<file path="src/rtl/spi_frame_master.sv">
// SPI mode-0 frame master: shifts a FRAME_BITS word out MSB first on MOSI while
// capturing MISO, with programmable SCLK divider and CS setup/hold/gap timing.
module spi_frame_master #(
  parameter int FRAME_BITS = 40,
  parameter int CLK_DIV    = 4,
  parameter int CS_SETUP   = 2,
  parameter int CS_HOLD    = 2,
  parameter int CS_GAP     = 4
) (
  input  logic                  clk_i,
  input  logic                  rst_i,
  input  logic [FRAME_BITS-1:0] tx_data_i,
  input  logic                  tx_valid_i,
  output logic                  tx_ready_o,
  output logic [FRAME_BITS-1:0] rx_data_o,
  output logic                  rx_valid_o,
  output logic                  busy_o,
  output logic                  spi_cs_o,
  output logic                  spi_sclk_o,
  output logic                  spi_mosi_o,
  input  logic                  spi_miso_i
);

  localparam int BW    = $clog2(FRAME_BITS + 1);
  localparam int M1    = (CLK_DIV > CS_SETUP) ? CLK_DIV : CS_SETUP;
  localparam int M2    = (CS_HOLD > CS_GAP) ? CS_HOLD : CS_GAP;
  localparam int T_MAX = (M1 > M2) ? M1 : M2;
  localparam int TW    = (T_MAX > 1) ? $clog2(T_MAX) : 1;

  localparam logic [TW-1:0] SETUP_LD = TW'(CS_SETUP - 1);
  localparam logic [TW-1:0] DIV_LD   = TW'(CLK_DIV - 1);
  localparam logic [TW-1:0] HOLD_LD  = TW'(CS_HOLD - 1);
  localparam logic [TW-1:0] GAP_LD   = TW'(CS_GAP - 1);
  localparam logic [BW-1:0] LAST_BIT = BW'(FRAME_BITS - 1);

  typedef enum logic [2:0] {S_IDLE, S_SETUP, S_LOW, S_HIGH, S_HOLD, S_GAP} state_t;

  state_t                state_q;
  logic [TW-1:0]         tmr_q;
  logic [BW-1:0]         bit_cnt_q;
  logic [FRAME_BITS-2:0] tx_sr_q;
  logic [FRAME_BITS-1:0] rx_sr_q, rx_sr_d, rx_data_q;
  logic                  cs_q, sclk_q, mosi_q, ready_q, busy_q, rx_valid_q;
  logic                  miso_s1_q, miso_s2_q;
  logic                  samp1_q, samp2_q;

  // The MISO level captured by the synchroniser at the SCLK rise reaches the
  // second flop two clocks later; samp1/samp2 track that so any CLK_DIV works.
  always_comb begin
    rx_sr_d = rx_sr_q;
    if (samp2_q) rx_sr_d = {rx_sr_q[FRAME_BITS-2:0], miso_s2_q};
  end

  always_ff @(posedge clk_i) begin
    miso_s1_q <= spi_miso_i;
    miso_s2_q <= miso_s1_q;
    if (rst_i) begin
      state_q    <= S_IDLE;
      tmr_q      <= '0;
      bit_cnt_q  <= '0;
      tx_sr_q    <= '0;
      rx_sr_q    <= '0;
      cs_q       <= 1'b1;
      sclk_q     <= 1'b0;
      mosi_q     <= 1'b0;
      ready_q    <= 1'b1;
      busy_q     <= 1'b0;
      rx_valid_q <= 1'b0;
      samp1_q    <= 1'b0;
      samp2_q    <= 1'b0;
      // An aborted frame leaves the last good word visible; otherwise clear.
      case (state_q)
        S_SETUP, S_LOW, S_HIGH, S_HOLD: ;
        default: rx_data_q <= '0;
      endcase
    end else begin
      rx_valid_q <= 1'b0;
      samp1_q    <= 1'b0;
      samp2_q    <= samp1_q;
      rx_sr_q    <= rx_sr_d;
      case (state_q)
        S_IDLE: begin
          if (tx_valid_i) begin
            tx_sr_q   <= tx_data_i[FRAME_BITS-2:0];
            mosi_q    <= tx_data_i[FRAME_BITS-1];
            cs_q      <= 1'b0;
            ready_q   <= 1'b0;
            busy_q    <= 1'b1;
            bit_cnt_q <= '0;
            tmr_q     <= SETUP_LD;
            state_q   <= S_SETUP;
          end
        end
        S_SETUP: begin
          if (tmr_q == '0) begin
            tmr_q   <= DIV_LD;
            state_q <= S_LOW;
          end else tmr_q <= tmr_q - TW'(1);
        end
        S_LOW: begin
          if (tmr_q == '0) begin
            tmr_q   <= DIV_LD;
            sclk_q  <= 1'b1;
            samp1_q <= 1'b1;
            state_q <= S_HIGH;
          end else tmr_q <= tmr_q - TW'(1);
        end
        S_HIGH: begin
          if (tmr_q == '0) begin
            sclk_q    <= 1'b0;
            bit_cnt_q <= bit_cnt_q + BW'(1);
            if (bit_cnt_q == LAST_BIT) begin
              tmr_q   <= HOLD_LD;
              state_q <= S_HOLD;
            end else begin
              mosi_q  <= tx_sr_q[FRAME_BITS-2];
              tx_sr_q <= tx_sr_q << 1;
              tmr_q   <= DIV_LD;
              state_q <= S_LOW;
            end
          end else tmr_q <= tmr_q - TW'(1);
        end
        S_HOLD: begin
          if (tmr_q == '0) begin
            cs_q       <= 1'b1;
            mosi_q     <= 1'b0;
            rx_data_q  <= rx_sr_d;
            rx_valid_q <= 1'b1;
            tmr_q      <= GAP_LD;
            state_q    <= S_GAP;
          end else tmr_q <= tmr_q - TW'(1);
        end
        S_GAP: begin
          if (tmr_q == '0) begin
            ready_q <= 1'b1;
            busy_q  <= 1'b0;
            state_q <= S_IDLE;
          end else tmr_q <= tmr_q - TW'(1);
        end
        default: state_q <= S_IDLE;
      endcase
    end
  end

  assign tx_ready_o = ready_q;
  assign busy_o     = busy_q;
  assign rx_data_o  = rx_data_q;
  assign rx_valid_o = rx_valid_q;
  assign spi_cs_o   = cs_q;
  assign spi_sclk_o = sclk_q;
  assign spi_mosi_o = mosi_q;

endmodule

</file>
<file path="config.mk">
export PLATFORM = sky130hd
export DESIGN_NAME = spi_frame_master
export DESIGN_NICKNAME = d
export VERILOG_FILES = /design/src/rtl/spi_frame_master.sv
export SDC_FILE = /design/constraint.sdc
export NUM_CORES = 1
export LEC_CHECK = 0
export CORE_UTILIZATION = 30
export CTS_CLUSTER_DIAMETER = 150
export DETAILED_ROUTE_END_ITERATION = 8
export PLACE_DENSITY = 0.61
export SKIP_CTS_REPAIR_TIMING = 1
export SLEW_MARGIN = 20
export SYNTH_ARGS = -nofsm -noshare
export SYNTH_HDL_FRONTEND = slang
export SYNTH_SLANG_ARGS = --single-unit
</file>
<file path="constraint.sdc">
create_clock -name clk_i -period 11.6 [get_ports clk_i]
set_clock_uncertainty 0.1 [all_clocks]
set_input_delay 1.16 -clock clk_i [delete_from_list [all_inputs] [get_ports clk_i]]
set_output_delay 1.16 -clock clk_i [all_outputs]
set_load 0.005 [all_outputs]
</file>
==> impl_metrics.tcl, run 1 <==
set metrics [dict create \
    dr_total_vias 4022 \
    placement.io_buffers 89 \
    hold_viol_final 0 \
    critPathKind "in -> reg" \
    gp_congestion 0.7561 \
    final-setup-viol-count 0 \
    grt_pass1_wl_um 18550 \
    clock_sinks 140 \
    maxSlewViolCount 0 \
    fp-row-count 48 \
    yosys_warnings 0 \
    area_growth_pct 29.23 \
    ant_nets 0 \
    cts_buffers 17 \
    dr_wl_met3_um 694 \
    nets 629 \
    dr.pass1.iters 4 \
    start_util_pct 31.06 \
    grt_pass1_vias 3872 \
    insertion_delay_ns 0.41 \
    timing.setup.tns_ns 0 \
    worstHoldStart "miso_s1_q$_DFF_P_" \
    wire_per_inst_um 13.72 \
    required_ns 11.74 \
    path_clk_slew_ns 0.06 \
    wl_met1_um 5383 \
    post-route-period-util_pct 31.68 \
    r2r-end "tx_sr_q[9]$_SDFFE_PP0P_" \
    power.total_w 0.001484 \
    syn_inst 515 \
    antenna_cells 0 \
    worst_pin_slew_ns 1.045 \
    synth_cell_types 54 \
    slew_headroom_pct 30.31 \
    min_period_ns 3.675 \
    fp.coreArea_um2 17480 \
    final_cell_mix "dfxtp_1 (99), clkdlybuf4s50_1 (88), nand2_1 (79)" \
    synth_edf_count 40 \
    async_reset_ff_share_pct 0 \
    avgSynthCellArea_um2 10.54 \
    synthesis.nets 561 \
    drc 0 \
    synth_area_um2 5428 \
    hold_end "miso_s2_q$_DFF_P_" \
    hold_class "reg -> reg" \
    r2r-start "state_q[2]$_SDFFE_PP0P_" \
    wl_um 11260 \
    ir_drop_v 0.0001168 \
    maxCapViolations 0 \
    cts_tree "yes" \
    outcome "finished, final reports clean" \
    synth_seq_cells 140 \
    cp_max_fo 42 \
    cts.htree.levels 4 \
    crit_arrival_ns 3.82 \
    dieArea_um2 18630 \
    hpwlAfterDp_um 7091 \
    track_usage_pct 12.68 \
    clockBufferDepth 2 \
    whs_path_depth 0 \
    die_w_um 136.5 \
    root_buffer "clkbuf_16" \
    cp-end-kind "register" \
    overflow 0 \
    r2r_cells 6 \
    power.density_nw_per_um2 211.5 \
    crit_path_start_kind "primary input" \
    grt_max_degree 102 \
    ios 90 \
    ff2ff_setup_slack_ns 8.47 \
    first_iter_violations 251 \
    highest_layer "met4" \
    ys_seq_area_share_pct 59.01 \
    die_h_um 136.5 \
    via_per_inst 4.899 \
    ys.flop_type "dfxtp_1" \
    mostFrequentLayoutCell "dfxtp_1" \
    drive_gt1_share_pct 7.550 \
    rsz0062_at_grt "false" \
    fmax_ghz 0.2721 \
    p_leak_nw 2.451 \
    met2_length_um 5092 \
    antenna_found_initial 0 \
]
==> flip-flops by register name, indices dropped and copies added (netlist names) <==
| register | flops |
|---|---|
| rx_data_o | 40 |
| rx_sr_q | 40 |
| tx_sr_q | 39 |
| bit_cnt_q | 6 |
| state_q | 3 |
| tmr_q | 2 |
| busy_o | 1 |
| miso_s1_q | 1 |
| miso_s2_q | 1 |
| rx_valid_o | 1 |
| samp1_q | 1 |
| samp2_q | 1 |
| spi_cs_o | 1 |
| spi_mosi_o | 1 |
| spi_sclk_o | 1 |
| tx_ready_o | 1 |
==> worst max-delay path by stage <==
stage / to / cells after the start / start / slack [ns]
6_report: tx_sr_q[9]$_SDFFE_PP0P_ / 5 / tx_valid_i / 7.92
4_1_cts: tx_sr_q[9]$_SDFFE_PP0P_ / 5 / tx_valid_i / 7.96
2_1_floorplan: rx_data_o[0]$_SDFFCE_PP0P_ / 4 / rst_i / 6.43
5_1_grt: tx_sr_q[31]$_SDFFE_PP0P_ / 5 / tx_valid_i / 7.79
3_5_place_dp: tx_sr_q[33]$_SDFFE_PP0P_ / 5 / tx_valid_i / 7.51
3_3_place_gp: tx_sr_q[26]$_SDFFE_PP0P_ / 5 / tx_valid_i / 7.23
==> area by class of cell <==
| cell class | count | area, um2 |
|---|---|---|
| fill | 1669 | 10460 |
| sequential | 140 | 3204 |
| multi-input combinational | 326 | 2003 |
| timing repair buffer | 95 | 930.9 |
| clock buffer | 19 | 442.9 |
| tap | 225 | 281.5 |
| clock inverter | 13 | 140.1 |
| inverter | 3 | 11.26 |
==> per-stage QoR <==
| stage | hold slack (ns) | instance area (um2) | setup WS [ns] | cells | utilization (%) |
|---|---|---|---|---|---|
| 2_1_floorplan | 0.2096 | 5428 | 6.427 | 515 | - |
| 3_3_place_gp | 0.2150 | 6430 | 7.229 | 789 | 36.79 |
| 3_5_place_dp | 0.2164 | 6431 | 7.508 | 789 | 36.80 |
| 4_1_cts | 0.2306 | 7014 | 7.957 | 821 | 40.13 |
| 5_1_grt | 0.2482 | 7014 | 7.789 | 821 | 40.13 |
| 6_report | 0.2275 | 7014 | 7.925 | 821 | 40.13 |
==> cell families after synthesis <==
group / Yosys count / share of synthesized area (%)
AOI/OAI and AO/OA: 111 / 14.04
xor gates and xnor gates: 5 / 0.8068
adders and majority gates: 2 / 0.4610
buffers and inverters: 49 / 4.311
DFF: 140 / 59.01
muxes: 44 / 8.137
and+or+nand+nor: 164 / 13.23
==> layer usage <==
metal / up-vias / track usage, %
met3: 11 / 4.407
met4: 0 / 3.395
met5: - / 0
met2: 133 / 19.68
li1: 1986 / -
met1: 1892 / 16.68
==> synthesized netlist by cell type, types with 2 or more instances <==
cell      count  share of area [%]
ha_1          2               0.46
o21ai_0       9               0.83
and2_1        4               0.46
inv_1         3               0.21
buf_1        10               0.69
nand2b_1      3               0.35
nor2b_1       4               0.46
mux2i_1      43                7.9
nand3b_1      2               0.28
buf_2         4               0.37
a311oi_1     38                6.1
edfxtp_1     40                 22
buf_6         4               0.83
a21oi_1      45                4.1
and3_1        2               0.23
o32ai_1       2               0.32
nor3_1        2               0.18
nor2_1       55                3.8
nand3_1       2               0.18
buf_4         4               0.55
clkbuf_1     24                1.7
dfxtp_1     100                 37
nand2_1      79                5.5
xor2_1        4               0.65
==> worst max-delay path, cell delays in order <==
cell and delay, ns:
clkdlybuf4s50_1 0.57, or4b_4 0.52, nand2_2 0.59, and2_2 0.75, a311oi_1 0.21
==> power by group <==
group / internal, W / leakage, nW / switching, W / total (W)
registers: 0.000599 / 1.21 / 0.0000537 / 0.000652
logic: 0.000147 / 0.959 / 0.000153 / 0.000300
clock network: 0.000323 / 0.279 / 0.000208 / 0.000531
No activity file was read; power rests on OpenSTA's default activity.
==> inputs of run 2 (changes only) <==
--- a/config.mk
+++ b/config.mk
@@ -8,7 +8,7 @@
 export CORE_UTILIZATION = 30
 export CTS_CLUSTER_DIAMETER = 150
 export DETAILED_ROUTE_END_ITERATION = 8
-export PLACE_DENSITY = 0.61
+export PLACE_DENSITY = 0.63
 export SKIP_CTS_REPAIR_TIMING = 1
 export SLEW_MARGIN = 20
 export SYNTH_ARGS = -nofsm -noshare
==> constraint.sdc (replaced) <==
create_clock -name clk_i -period 3.16 [get_ports clk_i]
set_clock_uncertainty 0.1 [all_clocks]
set_input_delay 0.316 -clock clk_i [delete_from_list [all_inputs] [get_ports clk_i]]
set_output_delay 0.316 -clock clk_i [all_outputs]
set_load 0.005 [all_outputs]
==> impl_metrics.tcl, run 2 (synthesis results as in run 1) <==
set metrics [dict create \
    fin_area_um2 7029 \
    wl_um 11450 \
    die_h_um 136.5 \
    dr.pass1.iters 4 \
    final-setup-viol-count 0 \
    grt_max_degree 72 \
    hold_class "reg -> reg" \
    critPathKind "reg -> reg" \
    first_iter_violations 225 \
    ir_drop_v 0.0005981 \
    track_usage_pct 12.86 \
    dieArea_um2 18630 \
    cp-end-kind "register" \
    required_ns 3.17 \
    worst_path_max_delay_cell "dfxtp_1" \
    maxCapViolations 0 \
    gp_congestion 0.7719 \
    hold_viol_final 0 \
    worst_pin_slew_ns 0.8150 \
    ios 90 \
    crit_path_start_kind "register" \
    wire_per_inst_um 13.83 \
    ant_nets 0 \
    grtUsageMet1_pct 17.05 \
    clock_sinks 140 \
    grt_pass1_vias 3795 \
    fin_cells 828 \
    crit_arrival_ns 2.40 \
    slew_headroom_pct 45.46 \
    nets 636 \
    drive_gt1_share_pct 8.292 \
    overflow 0 \
    antenna_found_initial 0 \
    mostFrequentLayoutCell "dfxtp_1" \
    placement.io_buffers 89 \
    place_area_um2 6482 \
    dp.cells 796 \
    path_clk_slew_ns 0.06 \
    path_common_cell "inv_1" \
    cts.htree.levels 4 \
    p_leak_nw 2.476 \
    cts_buffers 17 \
    cts_tree "yes" \
    cp_max_fo 25 \
    ff2ff_setup_slack_ns 0.77 \
    insertion_delay_ns 0.41 \
    dp_slack_ns 0.6503 \
    fmax_ghz 0.4190 \
    rsz0062_at_grt "false" \
    fp.coreArea_um2 17480 \
    start_util_pct 31.06 \
    die_w_um 136.5 \
    slowest_delay_ns 0.35 \
    final_cell_mix "dfxtp_1 (99), clkdlybuf4s50_1 (88), nand2_1 (79)" \
    grt_pass1_wl_um 18560 \
    fp-row-count 48 \
    root_buffer "clkbuf_16" \
    area_growth_pct 29.51 \
    use_met3_pct 4.556 \
    outcome "finished, final reports clean" \
    fin_hold_ws_ns 0.2325 \
    hpwlAfterDp_um 7259 \
    min_period_ns 2.386 \
    grt_busiest_layer "met2" \
    antenna_cells 0 \
    power.density_nw_per_um2 763.4 \
    dr_total_vias 4047 \
    post-route-period-util_pct 75.52 \
    maxSlewViolCount 0 \
    path_cells "inv_1 -> ha_1 -> inv_1 -> nor4_1 -> o21ai_0 -> o21ai_4 -> buf_4" \
    fin_ws_ns 0.7735 \
    via_per_inst 4.888 \
    clockBufferDepth 2 \
    timing.setup.tns_ns 0 \
    grt_use_met2_pct 19.51 \
    drc 0 \
]
## run 2: metrics by stage
stage,power [W],utilization [%]
3_3_place_gp,0.003534,37.09
5_1_grt,0.005655,40.22
6_report,0.005366,40.22
2_1_floorplan,0.003099,-
4_1_cts,0.005410,40.22
3_5_place_dp,0.003573,37.09
## run 2: area by class of cell
cell class | instances | area (um2)
timing repair buffer | 102 | 983.4
inverter | 3 | 11.26
tap | 225 | 281.5
clock inverter | 11 | 96.34
clock buffer | 21 | 450.4
sequential | 140 | 3204
multi-input combinational | 326 | 2002
fill | 1649 | 10450
## run 2: where the power goes
group          switching, W  internal, W
combinational      0.000618     0.000567
clock              0.000728      0.00110
sequential         0.000155      0.00220
total               0.00150      0.00386
## run 2: final timing paths
check                                end  depth (start not counted)                  start
max          rx_data_o[32]$_SDFFCE_PP0P_                          7  tmr_q[0]$_SDFFE_PP0P_
min                    miso_s2_q$_DFF_P_                          0      miso_s1_q$_DFF_P_
max reg2reg  rx_data_o[32]$_SDFFCE_PP0P_                          7  tmr_q[0]$_SDFFE_PP0P_
min reg2reg            miso_s2_q$_DFF_P_                          0      miso_s1_q$_DFF_P_
## run 2: per-layer routing
metal  share of wire, %  vias up
li1                   -     1995
met1                 48     1897
met2                 44      145
met3                7.3       10
met4               0.79        0
met5                  0        -
## run 2: critical path, delay by kind of cell (launching register included)
family | cells | cell delay, ns
buffers and inverters | 3 | 0.54
flip-flops | 1 | 0.35
AND/OR/NAND/NOR | 1 | 0.23
AO/OA/AOI/OAI | 2 | 0.54
adder cells (fa/ha/maj) | 1 | 0.31
